<file path="src/rtl/exc_commit_pkg.sv">
// Shared exception definitions: ExcCode values, wb_exc bit positions, vector layout.
// Also used by the CP0 register file.
`timescale 1ns/1ps
package exc_commit_pkg;

  localparam int EXC_W        = 10;
  localparam int EXC_IF_ADEL  = 0;
  localparam int EXC_IF_TLBL  = 1;
  localparam int EXC_RI       = 2;
  localparam int EXC_CPU      = 3;
  localparam int EXC_OV       = 4;
  localparam int EXC_TR       = 5;
  localparam int EXC_SYS      = 6;
  localparam int EXC_BP       = 7;
  localparam int EXC_DATA_ADE = 8;
  localparam int EXC_DATA_TLB = 9;

  localparam logic [4:0] CODE_INT  = 5'd0;
  localparam logic [4:0] CODE_MOD  = 5'd1;
  localparam logic [4:0] CODE_TLBL = 5'd2;
  localparam logic [4:0] CODE_TLBS = 5'd3;
  localparam logic [4:0] CODE_ADEL = 5'd4;
  localparam logic [4:0] CODE_ADES = 5'd5;
  localparam logic [4:0] CODE_SYS  = 5'd8;
  localparam logic [4:0] CODE_BP   = 5'd9;
  localparam logic [4:0] CODE_RI   = 5'd10;
  localparam logic [4:0] CODE_CPU  = 5'd11;
  localparam logic [4:0] CODE_OV   = 5'd12;
  localparam logic [4:0] CODE_TR   = 5'd13;

  localparam int STATUS_EXL = 1;
  localparam int STATUS_BEV = 22;
  localparam int CAUSE_IV   = 23;

  localparam logic [31:0] BEV_BASE    = 32'hBFC0_0200;
  localparam logic [11:0] OFS_REFILL  = 12'h000;
  localparam logic [11:0] OFS_GENERAL = 12'h180;
  localparam logic [11:0] OFS_INT_IV  = 12'h200;

  typedef enum logic {ST_IDLE = 1'b0, ST_REDIR = 1'b1} state_t;

  function automatic logic [31:0] vec_base(input logic bev, input logic [31:0] ebase);
    return bev ? BEV_BASE : {ebase[31:12], 12'h000};
  endfunction

endpackage

</file>
<file path="src/rtl/exc_commit_prio.sv">
// Combinational exception arbiter: picks the winning cause and its ExcCode.
// valid covers interrupts too; is_fetch marks instruction-side faults (bad address = PC).
`timescale 1ns/1ps
module exc_prio
  import exc_commit_pkg::*;
(
  input  logic [EXC_W-1:0] wb_exc,
  input  logic             wb_store,
  input  logic             wb_mod,
  input  logic             int_sig,
  output logic             valid,
  output logic [4:0]       code,
  output logic             is_fetch
);

  always_comb begin
    valid    = 1'b1;
    code     = CODE_INT;
    is_fetch = 1'b0;
    if (int_sig) begin
      code = CODE_INT;
    end else if (wb_exc[EXC_IF_ADEL]) begin
      code     = CODE_ADEL;
      is_fetch = 1'b1;
    end else if (wb_exc[EXC_IF_TLBL]) begin
      code     = CODE_TLBL;
      is_fetch = 1'b1;
    end else if (wb_exc[EXC_RI])       code = CODE_RI;
    else if (wb_exc[EXC_CPU])          code = CODE_CPU;
    else if (wb_exc[EXC_OV])           code = CODE_OV;
    else if (wb_exc[EXC_TR])           code = CODE_TR;
    else if (wb_exc[EXC_SYS])          code = CODE_SYS;
    else if (wb_exc[EXC_BP])           code = CODE_BP;
    else if (wb_exc[EXC_DATA_ADE])     code = wb_store ? CODE_ADES : CODE_ADEL;
    else if (wb_exc[EXC_DATA_TLB])     code = wb_mod ? CODE_MOD : (wb_store ? CODE_TLBS : CODE_TLBL);
    else                               valid = 1'b0;
  end

endmodule

</file>
<file path="src/rtl/exc_commit.sv">
// Exception/ERET commit: strobes CP0, flushes the pipe, then holds a redirect until the data bus drains.
// EXC_TLB_REFILL_VEC_EN: TLB refill misses with EXL=0 vector to offset 0x000.
`timescale 1ns/1ps
module exc_commit
  import exc_commit_pkg::*;
(
  input  logic             clk,
  input  logic             resetn,
  input  logic             wb_valid,
  output logic             wb_ready,
  input  logic [31:0]      wb_pc,
  input  logic [31:0]      wb_mem_vaddr,
  input  logic             wb_bd,
  input  logic             wb_eret,
  input  logic             wb_refill,
  input  logic [EXC_W-1:0] wb_exc,
  input  logic             wb_store,
  input  logic             wb_mod,
  input  logic             int_sig,
  input  logic [31:0]      status,
  input  logic [31:0]      cause,
  input  logic [31:0]      epc,
  input  logic [31:0]      ebase,
  output logic             commit_exc,
  output logic             commit_eret,
  output logic             commit_bd,
  output logic [4:0]       commit_code,
  output logic [31:0]      commit_epc,
  output logic [31:0]      commit_bvaddr,
  output logic             flush,
  input  logic             mem_idle,
  output logic             redirect_valid,
  input  logic             redirect_ready,
  output logic [31:0]      redirect_pc
);

  state_t      state_q, state_d;
  logic        prio_valid, prio_fetch;
  logic [4:0]  prio_code;
  logic        accept, is_eret, take;
  logic [11:0] vec_ofs;
  logic [31:0] exc_target, redirect_q;
  logic        unused_bits;

  exc_prio u_prio (
    .wb_exc   (wb_exc),
    .wb_store (wb_store),
    .wb_mod   (wb_mod),
    .int_sig  (int_sig),
    .valid    (prio_valid),
    .code     (prio_code),
    .is_fetch (prio_fetch)
  );

  assign wb_ready       = (state_q == ST_IDLE);
  assign accept         = wb_valid && wb_ready;
  assign is_eret        = !prio_valid && wb_eret && (wb_exc == '0);
  assign take           = prio_valid || is_eret;
  assign redirect_valid = (state_q == ST_REDIR) && mem_idle;

  always_comb begin
    vec_ofs = OFS_GENERAL;
    if (int_sig && cause[CAUSE_IV]) begin
      vec_ofs = OFS_INT_IV;
`ifdef EXC_TLB_REFILL_VEC_EN
    end else if (!int_sig && (prio_code == CODE_TLBL || prio_code == CODE_TLBS) &&
                 wb_refill && !status[STATUS_EXL]) begin
      vec_ofs = OFS_REFILL;
`else
    end else begin
      vec_ofs = OFS_GENERAL;
`endif
    end
  end

  assign exc_target  = vec_base(status[STATUS_BEV], ebase) + {20'h0, vec_ofs};
  assign unused_bits = ^{wb_refill, status, cause, ebase[11:0]};

  always_comb begin
    state_d = state_q;
    case (state_q)
      ST_IDLE:  if (accept && take) state_d = ST_REDIR;
      ST_REDIR: if (redirect_valid && redirect_ready) state_d = ST_IDLE;
      default:  state_d = ST_IDLE;
    endcase
  end

  // ERET target is EPC as seen one cycle after accept, so it is captured while commit_eret is high.
  assign redirect_pc = commit_eret ? epc : redirect_q;

  always_ff @(posedge clk) begin
    if (!resetn) begin
      state_q       <= ST_IDLE;
      commit_exc    <= 1'b0;
      commit_eret   <= 1'b0;
      flush         <= 1'b0;
      commit_code   <= CODE_INT;
      commit_bd     <= 1'b0;
      commit_epc    <= '0;
      commit_bvaddr <= '0;
      redirect_q    <= '0;
    end else begin
      state_q     <= state_d;
      commit_exc  <= accept && take;
      commit_eret <= accept && is_eret;
      flush       <= accept && take;
      if (commit_eret) redirect_q <= epc;
      if (accept && take) begin
        commit_code   <= prio_code;
        commit_bd     <= wb_bd;
        commit_epc    <= wb_bd ? (wb_pc - 32'd4) : wb_pc;
        commit_bvaddr <= prio_fetch ? wb_pc : wb_mem_vaddr;
        redirect_q    <= exc_target;
      end
    end
  end

endmodule
</file>
<file path="config.mk">
export PLATFORM = sky130hd
export DESIGN_NAME = exc_commit
export DESIGN_NICKNAME = d
export VERILOG_FILES = /design/src/rtl/exc_commit_pkg.sv /design/src/rtl/exc_commit_prio.sv /design/src/rtl/exc_commit.sv
export SDC_FILE = /design/constraint.sdc
export NUM_CORES = 1
export LEC_CHECK = 0
export ABC_AREA = 1
export CORE_AREA = 2 2 155 119
export CTS_BUF_LIST = sky130_fd_sc_hd__clkbuf_16
export DETAILED_ROUTE_END_ITERATION = 6
export DIE_AREA = 0 0 157 121
export PLACE_DENSITY = 0.7
export SLEW_MARGIN = 20
export SYNTH_ARGS = -nofsm -noshare
export SYNTH_HDL_FRONTEND = slang
export SYNTH_SLANG_ARGS = --single-unit
</file>
<file path="constraint.sdc">
create_clock -name clk -period 1.9 [get_ports clk]
set_input_delay 0.38 -clock clk [delete_from_list [all_inputs] [get_ports clk]]
set_output_delay 0.38 -clock clk [all_outputs]
set_load 0.02 [all_outputs]
</file>
==> flow_summary.ini, run 1 <==
[floorplan]
num_rows = 42
die_w_um = 157
core_region_area_um2 = 17400
die_y_um = 121
ios = 320
die-area_um2 = 19000
start_util = 0.306

[synthesis]
netlist_instances = 823
netlist_top_cells_area = dfxtp_1 (39%), nand2_1 (21%), nand3_1 (13%), o21ai_0 (6.2%), inv_1 (4.7%)
async_flop_share = 0
yosys.area.top_type = dfxtp_1
ys_types = 31
synth_edf_count = 0
synth_seq_cells = 104
synth.avg_cell_area_um2 = 6.46
synth.cell_area_um2 = 5320
synth_seq_area_share = 0.392
synthFlopType = dfxtp_1
synth_top_area_share = 0.392
yosysWarnings = 0
syn_nets = 1038

[timing]
setup_viol = 0
fin_tns_setup_ns = 0
slew_viol_final = 0
holdWs_ns = 0.354
rsz0062_at_grt = yes
hold_viol = 0
fin_crit_sh = 0.965
fmaxAchievable_ghz = 0.545
min_period_ns = 1.83
clock_skew_ns = 0.00625

[global_route]
antenna_found_initial = 0
grt_pass1_vias = 5869
track_usage = 0.200
grt_max_degree = 96
grt_overflow = 0
grt_pass1_wl_um = 30000

[placed_design]
post_dp_cell_area_um2 = 8650
dp.cells = 1364
dp_hpwl_um = 14600
numPortBuffers = 243
gp_congestion = 0.910

[critical_path]
r2r-end = commit_code[1]
r2r_slack_ns = 0.41
start_kind = flip-flop
critPathKind = flip-flop to output pin
reg2reg_depth = 8
arrival_ns = 1.45
critical_path_required_ns = 1.52
reg2reg_from = state_q
critPathCaptureType = output pin
crit_fanout = 6

[detailed_routing]
viasPerCell = 4.53
drtIter0Drc = 287
firstDrtPassIters = 4
route.detailed.drc = 0
finalWirelength_um = 19300
ant_nets = 0
num_vias = 6257
wl_per_cell_um = 14.0

[cells_and_area]
stdcell_count = 1380
layout_commonest_cell = nand2_1
stdcell_area_um2 = 8860
antenna_cells = 0
final_cell_mix = nand2_1 (290), clkdlybuf4s50_1 (207), nand3_1 (141), dfxtp_1 (103), buf_4 (94)
multi_input_area_um2 = 2730
fillCellCount = 1743
drive_gt1_frac = 0.151
layout.nets = 1348
seqCellArea_um2 = 2080
area_growth_pct = 66.7

[hold_path]
worstHoldPathCells = 3
min_from = resetn
hold_end = commit_eret
hold_class = primary input to flip-flop

[clock_tree]
cts_sinks = 104
clkTransAtPathRegs_ns = 0.07
holdBufCountCts = 0
ctsRootBufferMaster = clkbuf_16
insertion_delay_ns = 0.34
cts_buffer_depth = 2
cts_buffers = 9
ctsHtreeMaxLevel = 3
post_cts_buffers = 0
cts_tree = yes

[pwr]
p_per_area_nw_per_um2 = 640
ir_worst_vdd_uv = 343
p_leak_nw = 4.24

[run]
max-cap-violations = 0

[status]
status = complete, no violations
==> cell families after synthesis <==
kind of cell / count (synthesis) / share of synthesized area
adders and majority gates: 2 / 0.00471
DFF: 104 / 0.392
AOI/OAI and AO/OA: 75 / 0.0723
xor gates and xnor gates: 6 / 0.00988
and+or+nand+nor: 518 / 0.413
muxes: 3 / 0.00635
other: 1 / 0.000705
buffers and inverters: 114 / 0.101
==> cell type report <==
| cell class | count | area share |
|---|---|---|
| clock buffer | 9 | 0.0254 |
| clock inverter | 7 | 0.00734 |
| inverter | 68 | 0.0291 |
| multi-input combinational | 605 | 0.308 |
| sequential | 104 | 0.235 |
| tap | 242 | 0.0342 |
| timing repair buffer | 345 | 0.361 |
==> power by group <==
part	internal, W	leakage [nW]	switching (W)	total (W)
combinational	0.000724	3.25	0.000710	0.00143
sequential	0.00232	0.853	0.0000656	0.00238
clock	0.00101	0.140	0.000837	0.00185
==> sequential cells by signal, indices dropped and copies added (netlist names) <==
register,flops
commit_eret,1
redirect_q,32
commit_epc,32
commit_bd,1
commit_bvaddr,32
commit_code,4
state_q,1
flush,1
==> routing by layer <==
| layer | vias to the layer above | global-route usage | wire [um] |
|---|---|---|---|
| li1 | 3239 | - | - |
| met1 | 2766 | 0.256 | 8720 |
| met2 | 241 | 0.333 | 8710 |
| met3 | 11 | 0.0657 | 1790 |
| met4 | 0 | 0.0350 | 108 |
| met5 | - | 0 | 0 |
==> synthesized netlist by cell type (2+ instances only) <==
library cell	instances
nor2_2	4
xor2_1	6
buf_4	4
a21oi_1	2
or2_2	8
o21ai_1	4
buf_6	12
clkbuf_1	24
inv_1	66
nand3_2	2
ha_1	2
nor2_1	62
nand4_1	3
inv_2	2
nand2_1	291
o21ai_0	66
dfxtp_1	104
buf_2	5
nand3_1	142
mux2_2	3
==> repair_timing <==
item	4_1_cts	5_1_grt
setup endpoints to repair	34	96
gates resized for setup	62	43
gates cloned	0	0
==> worst max path at each step <==
| stage | end | cells past startpoint | slack (ns) | start |
|---|---|---|---|---|
| floorplan | redirect_pc[2] | 5 | 0.22 | commit_eret |
| global placement | commit_epc[27] | 10 | -0.27 | wb_bd |
| detailed placement | redirect_pc[1] | 5 | -0.29 | epc[1] |
| CTS | redirect_pc[18] | 5 | 0.0007 | commit_eret |
| global route | redirect_pc[16] | 5 | 0.0006 | commit_eret |
| finish | redirect_pc[28] | 5 | 0.07 | commit_eret |
==> through the flow <==
stage / util / setup WS [ns] / total power, W
6_report: 0.509 / 0.0663 / 0.00567
5_1_grt: 0.509 / 0.000595 / 0.00596
4_1_cts: 0.513 / 0.000700 / 0.00574
3_5_place_dp: 0.497 / -0.288 / 0.00389
3_3_place_gp: 0.497 / -0.266 / 0.00388
2_1_floorplan: - / 0.222 / 0.00305
==> critical path, cell delays in order, from the launching register on <==
cell,delay [ns]
dfxtp_2,0.36
buf_4,0.14
buf_4,0.14
nand2_1,0.05
nand2_1,0.11
clkdlybuf4s15_1,0.32
(Power assumes the default switching activity.)
==> run 2: changes to the inputs <==
--- a/config.mk
+++ b/config.mk
@@ -6,11 +6,11 @@
 export NUM_CORES = 1
 export LEC_CHECK = 0
 export ABC_AREA = 1
-export CORE_AREA = 2 2 155 119
+export CORE_AREA = 2 2 172 132
 export CTS_BUF_LIST = sky130_fd_sc_hd__clkbuf_16
 export DETAILED_ROUTE_END_ITERATION = 6
-export DIE_AREA = 0 0 157 121
-export PLACE_DENSITY = 0.7
+export DIE_AREA = 0 0 174 134
+export PLACE_DENSITY = 0.59
 export SLEW_MARGIN = 20
 export SYNTH_ARGS = -nofsm -noshare
 export SYNTH_HDL_FRONTEND = slang
==> flow_summary.ini, run 2 (synthesized netlist as in run 1, its figures left out) <==
[floorplan]
die-area_um2 = 23300
die_w_um = 174
start_util = 0.246
core_region_area_um2 = 21600
die_y_um = 134
ios = 320
num_rows = 47

[pwr]
p_leak_nw = 4.30
switching_share = 0.296
ir_worst_vdd_uv = 402
internal_power_w = 0.00413
power_frac_seq = 0.407
p_comb_frac = 0.251
switching_power_w = 0.00173
p_total_w = 0.00586
p_per_area_nw_per_um2 = 644
clkPwrFrac = 0.342

[critical_path]
critical_path_required_ns = 1.52
critPathCaptureType = output pin
arrival_ns = 1.46
r2r_slack_ns = 0.50
r2r-end = commit_code[1]
crit_fanout = 2
reg2reg_depth = 8
start_kind = primary input
reg2reg_from = state_q
critPathKind = primary input to output pin

[cells_and_area]
reg.largest.list = commit_bvaddr (32), commit_epc (32), redirect_q (32)
stdcell_count = 1442
layout.nets = 1358
drive_gt1_frac = 0.167
antenna_cells = 0
layout_commonest_cell = nand2_1
fin_util = 0.421
final_cell_mix = nand2_1 (289), clkdlybuf4s50_1 (207), nand3_1 (141), dfxtp_1 (103), buf_4 (103)
area_growth_pct = 71.2

[detailed_routing]
firstDrtPassIters = 7
wl_per_cell_um = 14.0
viasPerCell = 4.34
num_vias = 6258
route.detailed.drc = 0
finalWirelength_um = 20200
ant_nets = 0
drtIter0Drc = 349

[placed_design]
dp_hpwl_um = 15300
dp.cells = 1426
gp_congestion = 0.806
numPortBuffers = 243

[clock_tree]
post_cts_buffers = 0
ctsRootBufferMaster = clkbuf_16
cts_sinks = 104
post_cts_resized = 104
holdBufCountCts = 0
cts_buffers = 9
ctsHtreeMaxLevel = 3
cts_tree = yes
clkTransAtPathRegs_ns = 0.08
insertion_delay_ns = 0.35
cts_buffer_depth = 2

[hold_path]
hold_end = commit_bvaddr[7]
worstHoldPathCells = 2
min_from = commit_bvaddr[7]
hold_class = flip-flop to flip-flop

[timing]
fin_crit_sh = 0.971
fmaxAchievable_ghz = 0.542
clock_skew_ns = 0.00831
min_period_ns = 1.84
setup_viol = 0
hold_viol = 0
rsz0062_at_grt = yes
slew_viol_final = 0

[status]
status = complete, no violations

[global_route]
grt_pass1_wl_um = 31600
grt_overflow = 0
antenna_found_initial = 0
grt_pass1_vias = 5915
grt_max_degree = 96
track_usage = 0.169

[run]
max-cap-violations = 0
## run 2: changes by cell type in the layout (fill, tap and decap cells not counted), sizes merged
cell	previous run	this run
buf	104	123
dlygate4sd2	5	4
clkbuf	30	11
inv	70	71
clkinvlp	3	2
clkdlybuf4s15	7	18
## run 2: area by class of cell
type	count	area [um2]
Clock buffer	9	225
Tap cell	294	368
Fill cell	2286	12500
Multi-Input combinational cell	605	2730
Timing Repair Buffer	355	3350
Sequential cell	104	2090
Inverter	68	258
Clock inverter	7	87.6
## run 2: how the worst max path moves through the flow
stage                 from              end  slack [ns]  cells after the start
2_1_floorplan  commit_eret   redirect_pc[2]        0.22                      5
3_3_place_gp        epc[0]   redirect_pc[0]       -0.26                      5
3_5_place_dp      wb_pc[2]   commit_epc[30]       -0.29                     12
4_1_cts        commit_eret  redirect_pc[29]        0.01                      5
5_1_grt           wb_pc[2]   commit_epc[28]       -0.02                     10
6_report            epc[5]   redirect_pc[5]        0.06                      5
## run 2: worst max-delay path, stage by stage
cell and delay (ns):
clkdlybuf4s50_1 0.40, or2_2 0.31, o21ai_2 0.08, inv_1 0.05, clkdlybuf4s15_2 0.25
## run 2: per-layer routing
| layer | track usage | routed length (um) | up-vias |
|---|---|---|---|
| met5 | 0 | 0 | - |
| met4 | 0.0280 | 117 | 0 |
| met3 | 0.0516 | 1570 | 11 |
| met2 | 0.266 | 8780 | 197 |
| met1 | 0.233 | 9750 | 2793 |
| li1 | - | - | 3257 |
## run 2: power groups by stage
stage | combinational [W] | sequential, W | clock (W)
3_5_place_dp | 0.00149 | 0.00244 | 0
3_3_place_gp | 0.00148 | 0.00243 | 0
4_1_cts | 0.00148 | 0.00238 | 0.00206
6_report | 0.00147 | 0.00238 | 0.00201
2_1_floorplan | 0.000497 | 0.00255 | 0
5_1_grt | 0.00159 | 0.00240 | 0.00215
## run 2: stage by stage
stage	setup slack, ns	hold slack [ns]	TNS [ns]	area, um2
detailed placement	-0.286	0.456	-20.75	8780
floorplan	0.222	0.460	0	5320
global placement	-0.265	0.453	-18.71	8780
finish	0.0557	0.466	0	9100
global route	-0.0172	0.484	-0.0303	9100
CTS	0.0119	0.457	0	9110
==> run 3: changes to the inputs <==
--- a/config.mk
+++ b/config.mk
@@ -6,10 +6,10 @@
 export NUM_CORES = 1
 export LEC_CHECK = 0
 export ABC_AREA = 1
-export CORE_AREA = 2 2 172 132
+export CORE_AREA = 3 3 173 133
 export CTS_BUF_LIST = sky130_fd_sc_hd__clkbuf_16
 export DETAILED_ROUTE_END_ITERATION = 6
-export DIE_AREA = 0 0 174 134
+export DIE_AREA = 0 0 176 136
 export PLACE_DENSITY = 0.59
 export SLEW_MARGIN = 20
 export SYNTH_ARGS = -nofsm -noshare
==> flow_summary.ini, run 3 (synthesized netlist as in run 1, its figures left out) <==
[floorplan]
start_util = 0.250
num_rows = 46
die-area_um2 = 23900
die_y_um = 136
die_w_um = 176
core_region_area_um2 = 21200
ios = 320

[placed_design]
dp_hpwl_um = 15900
numPortBuffers = 243
gp_congestion = 0.835
dp.cells = 1418
dp_slack_ns = -0.363

[clock_tree]
cts_sinks = 104
cts_tree = yes
insertion_delay_ns = 0.35
ctsHtreeMaxLevel = 3
clkTransAtPathRegs_ns = 0.08
ctsRootBufferMaster = clkbuf_16
cts_buffer_depth = 2
cts_buffers = 9

[status]
status = complete, no violations

[global_route]
grt_max_degree = 96
grt_pass1_vias = 5901
track_usage = 0.170
antenna_found_initial = 0
grt_pass1_wl_um = 32100
grt_overflow = 0

[cells_and_area]
final_cell_mix = nand2_1 (289), clkdlybuf4s50_1 (206), nand3_1 (140), dfxtp_1 (103), buf_4 (100)
reg.largest.list = commit_bvaddr (32), commit_epc (32), redirect_q (32)
layout.nets = 1356
area_growth_pct = 69.4
fin_util = 0.424
stdcell_count = 1434
layout_commonest_cell = nand2_1
antenna_cells = 0
drive_gt1_frac = 0.171

[detailed_routing]
finalWirelength_um = 21000
ant_nets = 0
drtIter0Drc = 305
wl_per_cell_um = 14.7
firstDrtPassIters = 4
viasPerCell = 4.41
num_vias = 6330
route.detailed.drc = 0

[critical_path]
crit_fanout = 15
critical_path_required_ns = 1.52
critPathKind = flip-flop to output pin
start_kind = flip-flop
critPathCaptureType = output pin
arrival_ns = 1.45
r2r_slack_ns = 0.45

[timing]
fin_crit_sh = 0.963
hold_viol = 0
setup_viol = 0
final.setup.worst_slack_ns = 0.0704
holdWs_ns = 0.341
clock_skew_ns = 0.00639
min_period_ns = 1.83
slew_viol_final = 0
fmaxAchievable_ghz = 0.547

[pwr]
p_leak_nw = 4.31
p_total_w = 0.00567
ir_worst_vdd_uv = 399
p_per_area_nw_per_um2 = 629

[run]
max-cap-violations = 0

[hold_path]
hold_class = primary input to flip-flop
[run 3: cell types whose count changed in the layout (fill, tap and decap cells not counted), moves of 3 or more]
cell,change
nor2_2,-3
o21ai_0,-7
clkdlybuf4s15_2,-18
o21ai_2,+6
buf_12,+3
buf_4,-3
clkbuf_2,+6
buf_2,+11
[run 3: area by class of cell]
class                   count  area [um2]
inverters                  68         255
fillers                  2246       12200
multi-input cells         605        2770
repair buffers            353        3260
flip-flops and latches    104        2080
clock inverters             7        52.6
well taps                 288         360
clock buffers               9         225
[run 3: what timing repair did]
| item | in CTS | in global routing |
|---|---|---|
| buffers inserted | 0 | 0 |
| gates resized for setup | 92 | 49 |
| hold buffers | 0 | 0 |
| setup endpoints to repair | 33 | 50 |
[run 3: final timing paths]
kind / depth (start not counted) / from / endpoint
min: 3 / resetn / commit_eret
max: 6 / commit_eret / redirect_pc[3]
max reg2reg: 8 / state_q / commit_code[2]
min reg2reg: 2 / commit_epc[7] / commit_epc[7]
[run 3: worst max-delay path, stage by stage, from the launching register on]
cell	delay, ns
dfxtp_2	0.33
inv_1	0.06
buf_12	0.14
or2_2	0.28
o21ai_2	0.07
inv_1	0.06
buf_2	0.16
[run 3: where the power goes]
group | total (W) | internal (W) | switching (W)
registers | 0.00238 | 0.00232 | 0.0000636
logic | 0.00147 | 0.000742 | 0.000726
clock network | 0.00182 | 0.000903 | 0.000912
total | 0.00567 | 0.00396 | 0.00170
[run 3: metal layers]
layer,wire length (um),share of wire,GRT usage,up-vias
li1,-,-,-,3260
met1,9510,0.45,0.218,2845
met2,9470,0.45,0.278,211
met3,1810,0.086,0.0578,14
met4,223,0.011,0.0374,0
met5,0,0,0,-
[run 3: through the flow]
step	instance area (um2)	TNS (ns)
6_report	9000	0
5_1_grt	9000	-0.000435
4_1_cts	9050	0
3_5_place_dp	8810	-19.06
3_3_place_gp	8810	-16.55
2_1_floorplan	5320	0
